`src/rtl/motion_sequencer_if.sv`:
```
// Request/H-bridge bundle between the behaviour modules and the motion sequencer.
interface motion_sequencer_if;
    logic       req_brake;
    logic       req_reverse;
    logic       req_turn;
    logic       turn_dir;
    logic       req_forward;
    logic [3:0] h_bridge_ins;
    logic [1:0] enables;
    logic [3:0] grant;
    logic       busy;

    // Requester side: raises motion requests, observes the bridge drive.
    modport master (
        output req_brake, req_reverse, req_turn, turn_dir, req_forward,
        input  h_bridge_ins, enables, grant, busy
    );

    // Sequencer side: owns the bridge drive.
    modport slave (
        input  req_brake, req_reverse, req_turn, turn_dir, req_forward,
        output h_bridge_ins, enables, grant, busy
    );
endinterface

```
`src/rtl/motion_sequencer.sv`:
```
// Motion sequencer: single registered owner of the H-bridge pattern/enables.
// Priority brake > reverse > turn > forward, with minimum hold, coast dead-time
// between differing patterns and a timed hard brake.
// Optional macro SOFT_START_EN: PWM-ramps the enables during DRIVE.
module motion_sequencer #(
    parameter int unsigned CNT_W        = 16,
    parameter int unsigned DEADTIME_CYC = 4,
    parameter int unsigned MIN_HOLD_CYC = 8,
    parameter int unsigned BRAKE_CYC    = 16,
    parameter int unsigned RAMP_CYC     = 8
) (
    input logic               clock,
    input logic               reset_n,
    motion_sequencer_if.slave bus
);

    localparam logic [3:0] INERTIAL_STOP = 4'b0000;
    localparam logic [3:0] HARD_STOP     = 4'b1111;
    localparam logic [3:0] REVERSE       = 4'b0110;
    localparam logic [3:0] FORWARD       = 4'b1001;
    localparam logic [3:0] TURN_RIGHT    = 4'b0101;
    localparam logic [3:0] TURN_LEFT     = 4'b1010;

    localparam int unsigned HOLD_LAST  = (MIN_HOLD_CYC > 1) ? MIN_HOLD_CYC - 1 : 0;
    localparam int unsigned DT_LAST    = (DEADTIME_CYC > 1) ? DEADTIME_CYC - 1 : 0;
    localparam int unsigned BRAKE_LAST = (BRAKE_CYC > 1) ? BRAKE_CYC - 1 : 0;

    // Reject configurations the dead-time and ramp counters cannot express.
    if (DEADTIME_CYC == 0 || RAMP_CYC == 0) begin : gBadParam
        $error("motion_sequencer: DEADTIME_CYC and RAMP_CYC must be at least 1");
    end

    typedef enum logic [1:0] {
        IDLE     = 2'd0,
        DRIVE    = 2'd1,
        DEADTIME = 2'd2,
        BRAKE    = 2'd3
    } stateT;

    stateT            state, stateNext;
    logic [3:0]       pattern, patNext;
    logic [3:0]       owner, ownNext;
    logic [CNT_W-1:0] holdCnt, holdNext;
    logic [CNT_W-1:0] dtCnt, dtNext;
    logic [CNT_W-1:0] brCnt, brNext;
    logic [3:0]       winOwn;
    logic [3:0]       winPat;
    logic [3:0]       insNext;
    logic [1:0]       enNext;
    logic [3:0]       grantNext;
    logic             busyNext;

`ifdef SOFT_START_EN
    localparam int unsigned RAMP_LAST = RAMP_CYC - 1;
    logic [1:0]       phase, phaseNext;
    logic [2:0]       duty, dutyNext;
    logic [CNT_W-1:0] rampCnt, rampNext;
`endif

    function automatic logic [CNT_W-1:0] satInc(input logic [CNT_W-1:0] v);
        return (v == '1) ? v : v + CNT_W'(1);
    endfunction

    // State, counters and registered outputs.
    always_ff @(posedge clock) begin
        if (!reset_n) begin
            state            <= IDLE;
            pattern          <= INERTIAL_STOP;
            owner            <= 4'b0000;
            holdCnt          <= '0;
            dtCnt            <= '0;
            brCnt            <= '0;
            bus.h_bridge_ins <= INERTIAL_STOP;
            bus.enables      <= 2'b00;
            bus.grant        <= 4'b0000;
            bus.busy         <= 1'b0;
        end else begin
            state            <= stateNext;
            pattern          <= patNext;
            owner            <= ownNext;
            holdCnt          <= holdNext;
            dtCnt            <= dtNext;
            brCnt            <= brNext;
            bus.h_bridge_ins <= insNext;
            bus.enables      <= enNext;
            bus.grant        <= grantNext;
            bus.busy         <= busyNext;
        end
    end

    // Priority winner, next state, latched pattern and counter updates.
    always_comb begin
        winOwn    = 4'b0000;
        winPat    = INERTIAL_STOP;
        stateNext = state;
        patNext   = pattern;
        ownNext   = owner;
        holdNext  = '0;
        dtNext    = '0;
        brNext    = '0;

        if (bus.req_brake) begin
            winOwn = 4'b1000;
            winPat = HARD_STOP;
        end else if (bus.req_reverse) begin
            winOwn = 4'b0100;
            winPat = REVERSE;
        end else if (bus.req_turn) begin
            winOwn = 4'b0010;
            winPat = bus.turn_dir ? TURN_RIGHT : TURN_LEFT;
        end else if (bus.req_forward) begin
            winOwn = 4'b0001;
            winPat = FORWARD;
        end

        case (state)
            IDLE: begin
                if (bus.req_brake) begin
                    stateNext = BRAKE;
                end else if (winOwn != 4'b0000) begin
                    stateNext = DRIVE;
                    patNext   = winPat;
                    ownNext   = winOwn;
                end
            end
            DRIVE: begin
                holdNext = satInc(holdCnt);
                if (bus.req_brake) begin
                    stateNext = BRAKE;
                end else if (holdCnt < CNT_W'(HOLD_LAST)) begin
                    stateNext = DRIVE;
                end else if (winOwn == 4'b0000 || winPat != pattern) begin
                    stateNext = DEADTIME;
                end
            end
            DEADTIME: begin
                dtNext = satInc(dtCnt);
                if (bus.req_brake) begin
                    stateNext = BRAKE;
                end else if (dtCnt >= CNT_W'(DT_LAST)) begin
                    if (winOwn == 4'b0000) begin
                        stateNext = IDLE;
                    end else begin
                        stateNext = DRIVE;
                        patNext   = winPat;
                        ownNext   = winOwn;
                    end
                end
            end
            BRAKE: begin
                brNext = satInc(brCnt);
                if (brCnt >= CNT_W'(BRAKE_LAST) && !bus.req_brake) begin
                    stateNext = DEADTIME;
                end
            end
            default: stateNext = IDLE;
        endcase

        if (stateNext != state) begin
            holdNext = '0;
            dtNext   = '0;
            brNext   = '0;
        end
    end

    // Bridge drive decoded from the state being entered.
    always_comb begin
        insNext   = INERTIAL_STOP;
        enNext    = 2'b00;
        grantNext = 4'b0000;
        busyNext  = (stateNext != IDLE);
`ifdef SOFT_START_EN
        phaseNext = phase + 2'd1;
        dutyNext  = duty;
        rampNext  = '0;
        if (stateNext == DRIVE && state != DRIVE) begin
            dutyNext = 3'd1;
        end else if (stateNext == DRIVE) begin
            if (rampCnt >= CNT_W'(RAMP_LAST)) begin
                dutyNext = (duty >= 3'd4) ? 3'd4 : duty + 3'd1;
            end else begin
                rampNext = satInc(rampCnt);
            end
        end
`endif
        case (stateNext)
            DRIVE: begin
                insNext   = patNext;
                grantNext = ownNext;
`ifdef SOFT_START_EN
                enNext    = ({1'b0, phaseNext} < dutyNext) ? 2'b11 : 2'b00;
`else
                enNext    = 2'b11;
`endif
            end
            BRAKE: begin
                insNext   = HARD_STOP;
                enNext    = 2'b11;
                grantNext = 4'b1000;
            end
            default: begin
                insNext   = INERTIAL_STOP;
            end
        endcase
    end

`ifdef SOFT_START_EN
    // Free-running PWM phase and soft-start duty ramp.
    always_ff @(posedge clock) begin
        if (!reset_n) begin
            phase   <= 2'd0;
            duty    <= 3'd0;
            rampCnt <= '0;
        end else begin
            phase   <= phaseNext;
            duty    <= dutyNext;
            rampCnt <= rampNext;
        end
    end
`endif

endmodule

```
`src/flat_wrapper.sv`:
```
// flat-port wrapper written by rule: the top's interface ports become plain ports
module motion_sequencer_flat 
#(
    parameter int unsigned CNT_W        = 16,
    parameter int unsigned DEADTIME_CYC = 4,
    parameter int unsigned MIN_HOLD_CYC = 8,
    parameter int unsigned BRAKE_CYC    = 16,
    parameter int unsigned RAMP_CYC     = 8
)
  (clock, reset_n, bus_req_brake, bus_req_reverse, bus_req_turn, bus_turn_dir, bus_req_forward, bus_h_bridge_ins, bus_enables, bus_grant, bus_busy);
  motion_sequencer_if bus_i ();
  input logic clock;
  input logic reset_n;
  input wire logic [$bits(bus_i.req_brake)-1:0] bus_req_brake;
  input wire logic [$bits(bus_i.req_reverse)-1:0] bus_req_reverse;
  input wire logic [$bits(bus_i.req_turn)-1:0] bus_req_turn;
  input wire logic [$bits(bus_i.turn_dir)-1:0] bus_turn_dir;
  input wire logic [$bits(bus_i.req_forward)-1:0] bus_req_forward;
  output wire logic [$bits(bus_i.h_bridge_ins)-1:0] bus_h_bridge_ins;
  output wire logic [$bits(bus_i.enables)-1:0] bus_enables;
  output wire logic [$bits(bus_i.grant)-1:0] bus_grant;
  output wire logic [$bits(bus_i.busy)-1:0] bus_busy;
  assign bus_i.req_brake = bus_req_brake;
  assign bus_i.req_reverse = bus_req_reverse;
  assign bus_i.req_turn = bus_req_turn;
  assign bus_i.turn_dir = bus_turn_dir;
  assign bus_i.req_forward = bus_req_forward;
  assign bus_h_bridge_ins = bus_i.h_bridge_ins;
  assign bus_enables = bus_i.enables;
  assign bus_grant = bus_i.grant;
  assign bus_busy = bus_i.busy;
  motion_sequencer #(.CNT_W(CNT_W), .DEADTIME_CYC(DEADTIME_CYC), .MIN_HOLD_CYC(MIN_HOLD_CYC), .BRAKE_CYC(BRAKE_CYC), .RAMP_CYC(RAMP_CYC)) u_core (.clock(clock), .reset_n(reset_n), .bus(bus_i));
endmodule
```
`config.mk`:
```
export PLATFORM = sky130hd
export DESIGN_NAME = motion_sequencer_flat
export DESIGN_NICKNAME = d
export VERILOG_FILES = /design/src/rtl/motion_sequencer_if.sv /design/src/rtl/motion_sequencer.sv /design/src/flat_wrapper.sv
export SDC_FILE = /design/constraint.sdc
export NUM_CORES = 1
export LEC_CHECK = 0
export BUFFER_PORTS_ARGS = -buffer_cell sky130_fd_sc_hd__buf_4
export CAP_MARGIN = 20
export CORE_ASPECT_RATIO = 0.7
export CORE_UTILIZATION = 64
export DETAILED_ROUTE_END_ITERATION = 12
export PLACE_DENSITY = 0.88
export SLEW_MARGIN = 20
export SYNTH_ARGS = -nofsm -noshare
export SYNTH_HDL_FRONTEND = slang
export SYNTH_SLANG_ARGS = --single-unit
```
`constraint.sdc`:
```
create_clock -name clock -period 6.85 [get_ports clock]
set_clock_uncertainty 0.2 [all_clocks]
set_input_delay 1.0275 -clock clock [delete_from_list [all_inputs] [get_ports clock]]
set_output_delay 1.0275 -clock clock [all_outputs]
set_load 0.05 [all_outputs]
```
**Word-level counts from Yosys, hierarchy flattened**

Index checks and enable logic that the tools add are counted.

- Flip-flop bits (word level): 69
- Output and inout port bits: 11
- Input bits: 7

- Reduce and logical (&&, ||, !) cells: 11
- Multiplexer cells: 34
- Bitwise gates (word level): 4
- $lt $le $gt $ge: 3
- Equal/unequal tests: 10
- $add $sub $neg: 3

Operators by type and width:

| operator | count |
|---|---|
| $mux W4 | 18 |
| $add A16 B1 Y16 const B | 3 |
| $eq A16 B16 Y1 const B | 3 |
| $pmux W4 S2 | 4 |
| $mux W2 | 9 |
| $ge A16 B2 Y1 const B | 1 |
| $ge A16 B4 Y1 const B | 1 |
| $lt A16 B3 Y1 const B | 1 |
| $reduce_or A3 Y1 | 3 |
| $pmux W2 S4 | 1 |
| $eq A2 B2 Y1 const B | 3 |
| $eq A2 B1 Y1 const B | 2 |
| $logic_not A4 Y1 | 1 |
| $ne A4 B4 Y1 | 1 |
| $not A1 Y1 | 4 |
| $reduce_bool A4 Y1 | 1 |
| $logic_not A2 Y1 | 1 |
| $mux W1 | 2 |
| $ne A2 B2 Y1 | 1 |
| $reduce_bool A2 Y1 | 1 |
| $reduce_or A2 Y1 | 1 |
| $logic_and A1 B1 Y1 | 1 |
| $logic_not A1 Y1 | 1 |
| $logic_or A1 B1 Y1 | 1 |

**Depth between registers and ports, before layout**

Gate-level depths: netlist of the first run.

- Word-level depth: 13
- Depth in mapped cells: 8
- Gate-level depth less buffers: 7

**Worst setup path after synthesis of the first run**

No wires, ideal clock.

- Path type: input port to flip-flop
- From: input bus_req_turn
- To: register u_core.bus.grant[1]
- Library setup time: 0.060 ns
- Arrival time: 2.627 ns
- Stages: 8
- Path slack: 3.963 ns
- Cells stage by stage: buf_2 -> or2_4 -> a311o_1 -> a22oi_1 -> a21oi_1 -> a211o_1 -> buf_6 -> and3b_1

- Cells in the longest elaborated chain, start to end: 11
- Elaborated cells on any way between the ends: 28
- Those cells by class: 3 x eq/ne; 22 x mux; 3 x reduce/logical

RTL lines:

| what | RTL line | source |
|---|---|---|
| start, declared | flat_wrapper.sv:16 | `input wire logic [$bits(bus_i.req_turn)-1:0] bus_req_turn;` |
| $mux W4 | motion_sequencer.sv:108 | `end else if (bus.req_turn) begin` |
| $mux W4 | motion_sequencer.sv:105 | `end else if (bus.req_reverse) begin` |
| $mux W4 | motion_sequencer.sv:102 | `if (bus.req_brake) begin` |
| $ne A4 B4 Y1 or $logic_not A4 Y1 (tied branches) | motion_sequencer.sv:132, motion_sequencer.sv:141 |  |
| $logic_or A1 B1 Y1 | motion_sequencer.sv:132 | `end else if (winOwn == 4'b0000 \|\| winPat != pattern) begin` |
| $mux W2 | motion_sequencer.sv:132 |  |
| $mux W2 | motion_sequencer.sv:130 | `end else if (holdCnt < CNT_W'(HOLD_LAST)) begin` |
| $mux W2 | motion_sequencer.sv:128 | `if (bus.req_brake) begin` |
| $pmux W2 S4 | motion_sequencer.sv:116 | `case (state)` |
| $eq A2 B2 Y1 or $eq A2 B1 Y1 (tied branches) | motion_sequencer.sv:186 | `case (stateNext)` |
| $pmux W4 S2 (*) | motion_sequencer.sv:186 |  |
| end signal, assigned | motion_sequencer.sv:86 | `bus.grant <= grantNext;` |
| end, declared | motion_sequencer_if.sv:22 | `output h_bridge_ins, enables, grant, busy` |

Every way passes the cells marked *; elsewhere a longest branch is shown, timed or not.
A chain may end at the register's enable or synchronous reset.

**Worst setup path after layout of the first run**

- From: input bus_req_brake
- To: register u_core.holdCnt[0]

- Cells in the longest elaborated chain, start to end: 9
- Elaborated cells on any way between the ends: 20
- Those cells by class: 2 x eq/ne; 12 x mux; 6 x reduce/logical

RTL lines:

| what | RTL line | source |
|---|---|---|
| start, declared | flat_wrapper.sv:14 | `input wire logic [$bits(bus_i.req_brake)-1:0] bus_req_brake;` |
| $mux W4 | motion_sequencer.sv:102 |  |
| $ne A4 B4 Y1 or $logic_not A4 Y1 (tied branches) | motion_sequencer.sv:132, motion_sequencer.sv:141 |  |
| $logic_or A1 B1 Y1 | motion_sequencer.sv:132 |  |
| $mux W2 | motion_sequencer.sv:132 |  |
| $mux W2 | motion_sequencer.sv:130 |  |
| $mux W2 | motion_sequencer.sv:128 |  |
| $pmux W2 S4 (*) | motion_sequencer.sv:116 |  |
| $ne A2 B2 Y1 (*) | motion_sequencer.sv:159 | `if (stateNext != state) begin` |
| $reduce_or A3 Y1 (no line) (*) | n/a |  |
| end signal, assigned | motion_sequencer.sv:81 | `holdCnt <= holdNext;` |
| end, declared | motion_sequencer.sv:43 | `logic [CNT_W-1:0] holdCnt, holdNext;` |

Marks and branches as above.

==> metrics.md, run 1 <==
| Metric | Value |
|---|---|
| Routed wire per std cell | 15.0 um |
| Reg clk slew, reported paths | around 70 ps |
| Area of the mapped netlist | 2940 sq um |
| Cells after synthesis | 323 |
| Total global-route track usage | 0.266 |
| Area of the placeable core | 4380 sq um |
| Proportion of layout cells with a drive suffix above 1 | 0.124 |
| Class of the most critical setup path | input port to flop |
| Most instantiated flip-flop cell in the synthesis netlist | sky130_fd_sc_hd__dfxtp_1 |
| Yosys warns | 0 |
| Ports placed on the boundary | 18 |
| Global-route wire length before repair | 9930 um |
| Remaining antenna violation count | 0 |
| Maximum clock insertion buffer count | 2 |
| Worst hold slack across all endpoints | 265 ps |
| Number of design rule violations left after detail routing | 0 |
| Net count, final | 359 |
| Required time reported for the critical path endpoint | 6910 ps |
| Starting density of the core | 0.670 |
| Number of distinct standard cells referenced by the synthesized netlist | 58 |
| Quantity of hold-fixing buffers added after cts | 0 |
| Combined area of the multi-input logic cells | 1530 sq um |
| Clock tree root driver cell | sky130_fd_sc_hd__clkbuf_8 |
| Cell breakdown of the critical path | buf_4, or2_1, a211o_1, a32oi_1, a21oi_1, nand3b_1, nor3_1 |
| CP max FO | 16 |
| Per-cell via count in the routed design | 6.12 |
| Die ar. | 4870 sq um |
| RSZ-0062 raised after global routing | false |
| Number of inserted filler cells in the final layout | 310 |
| Arrival @ worst endpoint | 3010 ps |
| Weighted congestion reported at the end of routability-driven placement | 0.857 |
| Slowest cell delay on critical path | 540 ps |
| Synthesized area per cell | about 9.1 sq um |
| Leftover overflow at the end of global routing | 0 |
| WL final | 6150 um |
| Number of global-route vias before repair | 2103 |
| Power Density | between 200 and 300 nW/um^2 |
| Detailed-routing iteration count for the pre-antenna-repair pass | 4 |
| Ant. Diodes | 0 |
| Slew Viols, Final | 0 |
| Die Ht | 58.7 um |
| Number of vias in the routed layout | 2502 |
| Leak Pwr | between 1 and 1.5 nW |
| Synthesis-stage register bit count | about 70 |
| Reg area | 1360 sq um |
| Relative slew slack | 0.527 |
| Critical path endpoint category | flop |
| Post-synthesis async set-or-reset flop share | 0 |
| Die extent in x | around 83 um |
| Setup crit start kind | input port |
| Post-layout min period | roughly 3000 ps |
| Post_cts resized | 0 |
| IO Port Bufs | 17 |
| Worst-skew pair later-pin latency | 350 ps |
| Maximum VDD drop | 0.237 mV |
| Depth of the CTS H-tree | 3 |
| CTS Sinks | 68 |
| Summed negative setup slack over all endpoints | 0 ps |
| Seq/Total Area, Yosys | 0.464 |
| Fin crit share | 0.430 |
| Area growth from synthesis to layout | 15.0% |
| Std cell rows | 20 |
| Total of max-cap violations | 0 |
| Pin count of the biggest net entering global routing | 17 |
| Count of flip-flops with a built-in enable after synthesis | 0 |
| Total CTS buffers | 9 |
| Hold Path Class | flop to flop |
| Final setup violation count | 0 |
| Clock tree from TritonCTS | done |
| Final number of hold-violating endpoints | 0 |
| Initial DRC Count | 232 |
| Setup repair bufs after CTS | 0 |
| Result of the run | finished clean |
| Critical-path top delay cell | sky130_fd_sc_hd__nand3b_1 |
| Half-perimeter wire length of the detailed placement result | 4040 um |
| Transition at the pin with the smallest max-transition slack | 706 ps |
| Initial antenna violation count | 0 |
| F_max | 0.339 GHz |
sequential cells by signal, indices dropped and copies added, names as in the netlist:
signal                   cells
u_core.bus.grant             4
u_core.bus.enables           1
u_core.pattern               4
u_core.bus.busy              1
u_core.brCnt                16
u_core.state                 2
u_core.bus.h_bridge_ins      4
u_core.owner                 4
u_core.holdCnt              16
u_core.dtCnt                16
cells in the mapped netlist (all sizes together), types with 7 or more instances:
library cell	instances	area, sq um
dfxtp	68	1360
nor2	48	188
nand2	16	60.1
nand3	15	75.1
nor3	15	75.1
a21oi	12	60.1
nand4	11	68.8
xor2	11	96.3
a211oi	10	85.1
buf	9	60.1
xnor2	8	70.1
inv	7	26.3
nor4	7	50.1
metrics by stage:
step                      power, mW  std cells  cell area [sq um]  setup WS, ps  utilization
after floorplan               0.465        336               2980          3960            -
after global placement        0.479        393               3100          3650        0.709
after detailed placement      0.480        393               3100          3580        0.709
after CTS                     0.902        409               3370          3930        0.769
after global routing          0.924        409               3380          3800        0.771
final                         0.901        409               3380          3900        0.771
path summary, 6_finish.rpt:
check | slack (ps) | to | cells after the start | start
worst min register to register | 270 | u_core.owner[3]$_SDFF_PN0_ | 2 | u_core.owner[3]$_SDFF_PN0_
worst max-delay path | 3900 | u_core.holdCnt[0]$_SDFFE_PP0P_ | 7 | bus_req_brake
worst min-delay path | 270 | u_core.owner[3]$_SDFF_PN0_ | 2 | u_core.owner[3]$_SDFF_PN0_
worst max register to register | 4100 | u_core.brCnt[15]$_SDFFE_PP0P_ | 5 | u_core.brCnt[15]$_SDFFE_PP0P_
final cells by class:
type                    count  share of cell area
multi-input cells         246               0.453
flip-flops and latches     68               0.403
clock inverters             7              0.0411
repair buffers             17              0.0378
clock buffers               9              0.0367
well taps                  55              0.0204
inverters                   7             0.00778
power by group:
group	internal, mW	switching (mW)
combinational	0.0202	0.0387
sequential	0.407	0.00749
clock	0.278	0.150
metal layers:
metal	up-vias	wire length [um]	GRT usage
li1	1209	-	-
met1	1182	2850	0.353
met2	95	2760	0.398
met3	16	414	0.105
met4	0	125	0.0936
met5	-	0	0
placed cells by master, fill, tap and decap left out, types with 6 or more instances in the layout:
cell,count
sky130_fd_sc_hd__buf_4,17
sky130_fd_sc_hd__clkbuf_8,9
sky130_fd_sc_hd__and4_1,6
sky130_fd_sc_hd__nor3_1,15
sky130_fd_sc_hd__conb_1,14
sky130_fd_sc_hd__dfxtp_1,68
sky130_fd_sc_hd__o21ai_0,6
sky130_fd_sc_hd__and3_1,6
sky130_fd_sc_hd__xor2_1,11
sky130_fd_sc_hd__a211oi_1,8
sky130_fd_sc_hd__nand4_1,11
sky130_fd_sc_hd__xnor2_1,8
sky130_fd_sc_hd__inv_1,7
sky130_fd_sc_hd__a21oi_1,12
sky130_fd_sc_hd__nor2_1,47
sky130_fd_sc_hd__nand3_1,15
sky130_fd_sc_hd__nand2_1,16
critical path: cells and delay by family:
family | cells | cell delay, ps
AND/OR/NAND/NOR | 3 | 1160
AO/OA/AOI/OAI | 3 | 640
buffers and inverters | 1 | 180
cell families after synthesis:
family | after synthesis | share of synthesized area
buffers and inverters | 22 | 0.0371
muxes | 5 | 0.0175
AOI/OAI and AO/OA | 46 | 0.113
other | 1 | 0.00128
DFF | 68 | 0.464
xor gates and xnor gates | 19 | 0.0567
and+or+nand+nor | 159 | 0.298
adders and majority gates | 3 | 0.0128
(Power assumes the default switching activity.)
==> run 2, diff against run 1 <==
--- a/config.mk
+++ b/config.mk
@@ -8,9 +8,9 @@
 export BUFFER_PORTS_ARGS = -buffer_cell sky130_fd_sc_hd__buf_4
 export CAP_MARGIN = 20
 export CORE_ASPECT_RATIO = 0.7
-export CORE_UTILIZATION = 64
+export CORE_UTILIZATION = 54
 export DETAILED_ROUTE_END_ITERATION = 12
-export PLACE_DENSITY = 0.88
+export PLACE_DENSITY = 0.8
 export SLEW_MARGIN = 20
 export SYNTH_ARGS = -nofsm -noshare
 export SYNTH_HDL_FRONTEND = slang
==> constraint.sdc (replaced) <==
create_clock -name clock -period 2.5 [get_ports clock]
set_clock_uncertainty 0.2 [all_clocks]
set_input_delay 0.375 -clock clock [delete_from_list [all_inputs] [get_ports clock]]
set_output_delay 0.375 -clock clock [all_outputs]
set_load 0.05 [all_outputs]
==> run 2 against run 1 <==
Clock power rose by 110%. Core utilization fell by 11 points. Non-clock buffer count grew 12. Flip-flop and latch count unchanged. Worst setup slack got worse by 3800 ps. Via count down 1.2%. Register-to-register slack got worse by 4000 ps. Global-route usage decreased by 3.8 points. Sequential share of layout area is 0.70 points lower. First-iteration DRC count rose by 14%. Critical path type is now flop to flop.
==> metrics.md, run 2 (synthesized netlist as in run 1, its figures left out) <==
| Metric | Value |
|---|---|
| IO Port Bufs | 17 (unchanged) |
| Die ar. | 5740 sq um (+18%) |
| Largest regs | u_core.brCnt: 16 flops, u_core.dtCnt: 16 flops, u_core.holdCnt: 16 flops |
| CTS Sinks | 68 (unchanged) |
| Cell mode on critical path | sky130_fd_sc_hd__nor3_1 |
| Global routing met2 resource utilization | 0.363 (-0.0355) |
| Clock tree root driver cell | sky130_fd_sc_hd__clkbuf_8 |
| Die extent in x | 90.1 um (+8.7%) |
| Slew Viols, Final | 0 (unchanged) |
| Pin count of the biggest net entering global routing | 17 (unchanged) |
| Proportion of layout cells with a drive suffix above 1 | 0.157 (+0.0323) |
| Number of vias in the routed layout | 2471 (-1.2%) |
| Ports placed on the boundary | 18 (unchanged) |
| Starting density of the core | 0.561 (-0.109) |
| Fin crit share | 0.962 |
| End point of the critical path | u_core.bus.h_bridge_ins[2]$_SDFF_PN0_ |
| Depth of the CTS H-tree | 3 (unchanged) |
| Slowest cell delay on critical path | 440 ps (-100 ps) |
| Half-perimeter wire length of the detailed placement result | 4230 um (+4.6%) |
| Area of the placeable core | 5230 sq um (+19%) |
| Required time reported for the critical path endpoint | 2520 ps (-4390 ps) |
| Met1 usage | 0.289 (-0.0637) |
| Most common cell after layout, fill and taps aside | sky130_fd_sc_hd__dfxtp_1 |
| Transition at the pin with the smallest max-transition slack | 530 ps (-176 ps) |
| Depth of the worst register-to-register path | 7 (+2) |
| Initial DRC Count | 264 (+14%) |
| F_max | 0.416 GHz |
| Min setup slack post-route | 95.7 ps (-3810 ps) |
| Highest-count cells in the layout ignoring fill and taps | sky130_fd_sc_hd__dfxtp_1, sky130_fd_sc_hd__nor2_1, sky130_fd_sc_hd__buf_4 |
| Met3 track demand over resource | 0.0664 (-0.0388) |
| Cell breakdown of the critical path | ha_1, or4_4, nor4_4, a2111o_2, mux2_2, nor3_1, nor3_1 |
| Final Power | 2.19 mW (+140%) |
| Relative slew slack | 0.643 (+0.116) |
| Reg clk slew, reported paths | 70 ps (about the same) |
| Setup crit start kind | flop |
| Leak Pwr | 1.28 nW (+1.5%) |
| Post-Place Setup Slack | 69.7 ps (-3510 ps) |
| Area growth from synthesis to layout | 17.1% |
| Number of global-route vias before repair | 2270 (+7.9%) |
| WL final | 6080 um (-1.2%) |
| Ant. Diodes | 0 (unchanged) |
| Remaining antenna violation count | 0 (unchanged) |
| Global-route layer with the greatest usage | met2 |
| Result of the run | finished clean |
| Weighted congestion reported at the end of routability-driven placement | 0.862 (+0.54%) |
| Routed wire per std cell | 13.9 um (-7.3%) |
| Maximum VDD drop | 0.440 mV (+85%) |
| Quantity of hold-fixing buffers added after cts | 0 (unchanged) |
| Number of design rule violations left after detail routing | 0 (unchanged) |
| Detailed-routing iteration count for the pre-antenna-repair pass | 4 (unchanged) |
| Launching instance or port of the critical path | u_core.dtCnt[0]$_SDFFE_PP0P_ |
| Leftover overflow at the end of global routing | 0 (unchanged) |
| Global-route wire length before repair | 10300 um (+3.7%) |
| Clock tree from TritonCTS | done |
| # placed instances | 421 (+7.1%) |
| Final setup violation count | 0 (unchanged) |
| Maximum clock insertion buffer count | 2 (unchanged) |
| Worst-skew pair later-pin latency | 340 ps (about the same) |
| CP max FO | 4 (-12) |
| Critical-path top delay cell | sky130_fd_sc_hd__or4_4 |
| Final number of hold-violating endpoints | 0 (unchanged) |
| Total of max-cap violations | 0 (unchanged) |
| Arrival @ worst endpoint | 2420 ps (-590 ps) |
| Net count, final | 371 (+3.3%) |
| Critical path endpoint category | flop |
| Reg2Reg Launch Point | u_core.dtCnt[0]$_SDFFE_PP0P_ |
| Worst reg2reg path endpoint | u_core.bus.h_bridge_ins[2]$_SDFF_PN0_ |
| Std cell rows | 22 (+10%) |
| Total global-route track usage | 0.227 (-0.0382) |
| Post-layout min period | 2400 ps |
| Power Density | 638 nW/um^2 (+140%) |
| Reg-to-reg slack, setup | 100 ps (-4000 ps) |
| Hold Path Class | input port to flop |
| Number of standard cells in the final layout excluding fillers | 436 (+6.6%) |
| Summed negative setup slack over all endpoints | 0 ps (unchanged) |
| Total CTS buffers | 9 (unchanged) |
| Initial antenna violation count | 0 (unchanged) |
| Per-cell via count in the routed design | 5.67 (-7.4%) |
| Die Ht | 63.7 um (+8.6%) |
| Class of the most critical setup path | flop to flop |
[run 2: final cells by class]
cell class | instances | area, sq um
clock buffers | 12 | 155
clock inverters | 2 | 35.0
fillers | 428 | 1790
inverters | 7 | 26.3
multi-input cells | 246 | 1550
flip-flops and latches | 68 | 1360
well taps | 72 | 90.1
repair buffers | 29 | 218
[run 2: where the power goes]
part | switching (mW) | internal (mW)
sequential | 0.0211 | 1.11
combinational | 0.110 | 0.0638
clock | 0.380 | 0.503
[run 2: through the flow]
step	area [sq um]	util	hold slack [ps]
4_1_cts	3400	0.650	141
3_5_place_dp	3210	0.613	253
6_report	3440	0.657	160
3_3_place_gp	3210	0.613	252
2_1_floorplan	2980	-	236
5_1_grt	3440	0.657	163
[run 2: metal layers]
metal,up-vias,part of all wire
li1,1233,-
met1,1154,0.48
met2,73,0.45
met3,11,0.059
met4,0,0.015
met5,-,0
[run 2: timing repair]
item / 4_1_cts / 5_1_grt
buffers inserted: 0 / 1
hold endpoints to repair: 0 / 0
gates resized for setup: 0 / 6
endpoints found under the setup margin: 0 / 9
[run 2: worst max-delay path: cells and delay by family (launching register included)]
family	cells	cell delay, ps
AO/OA/AOI/OAI	1	200
AND/OR/NAND/NOR	4	1000
adder cells (fa/ha/maj)	1	210
flip-flops	1	330
multiplexers	1	350
[run 2: how the worst min path moves through the flow]
| stage | start | end | slack [ps] | depth (start not counted) |
|---|---|---|---|---|
| finish | reset_n | u_core.bus.busy$_SDFF_PN0_ | 160 | 3 |
| global route | bus_req_turn | u_core.owner[1]$_SDFF_PN0_ | 160 | 3 |
| CTS | reset_n | u_core.bus.busy$_SDFF_PN0_ | 140 | 3 |
| detailed placement | u_core.owner[3]$_SDFF_PN0_ | u_core.owner[3]$_SDFF_PN0_ | 250 | 2 |
| global placement | u_core.owner[3]$_SDFF_PN0_ | u_core.owner[3]$_SDFF_PN0_ | 250 | 2 |
| floorplan | u_core.owner[3]$_SDFF_PN0_ | u_core.owner[3]$_SDFF_PN0_ | 240 | 2 |
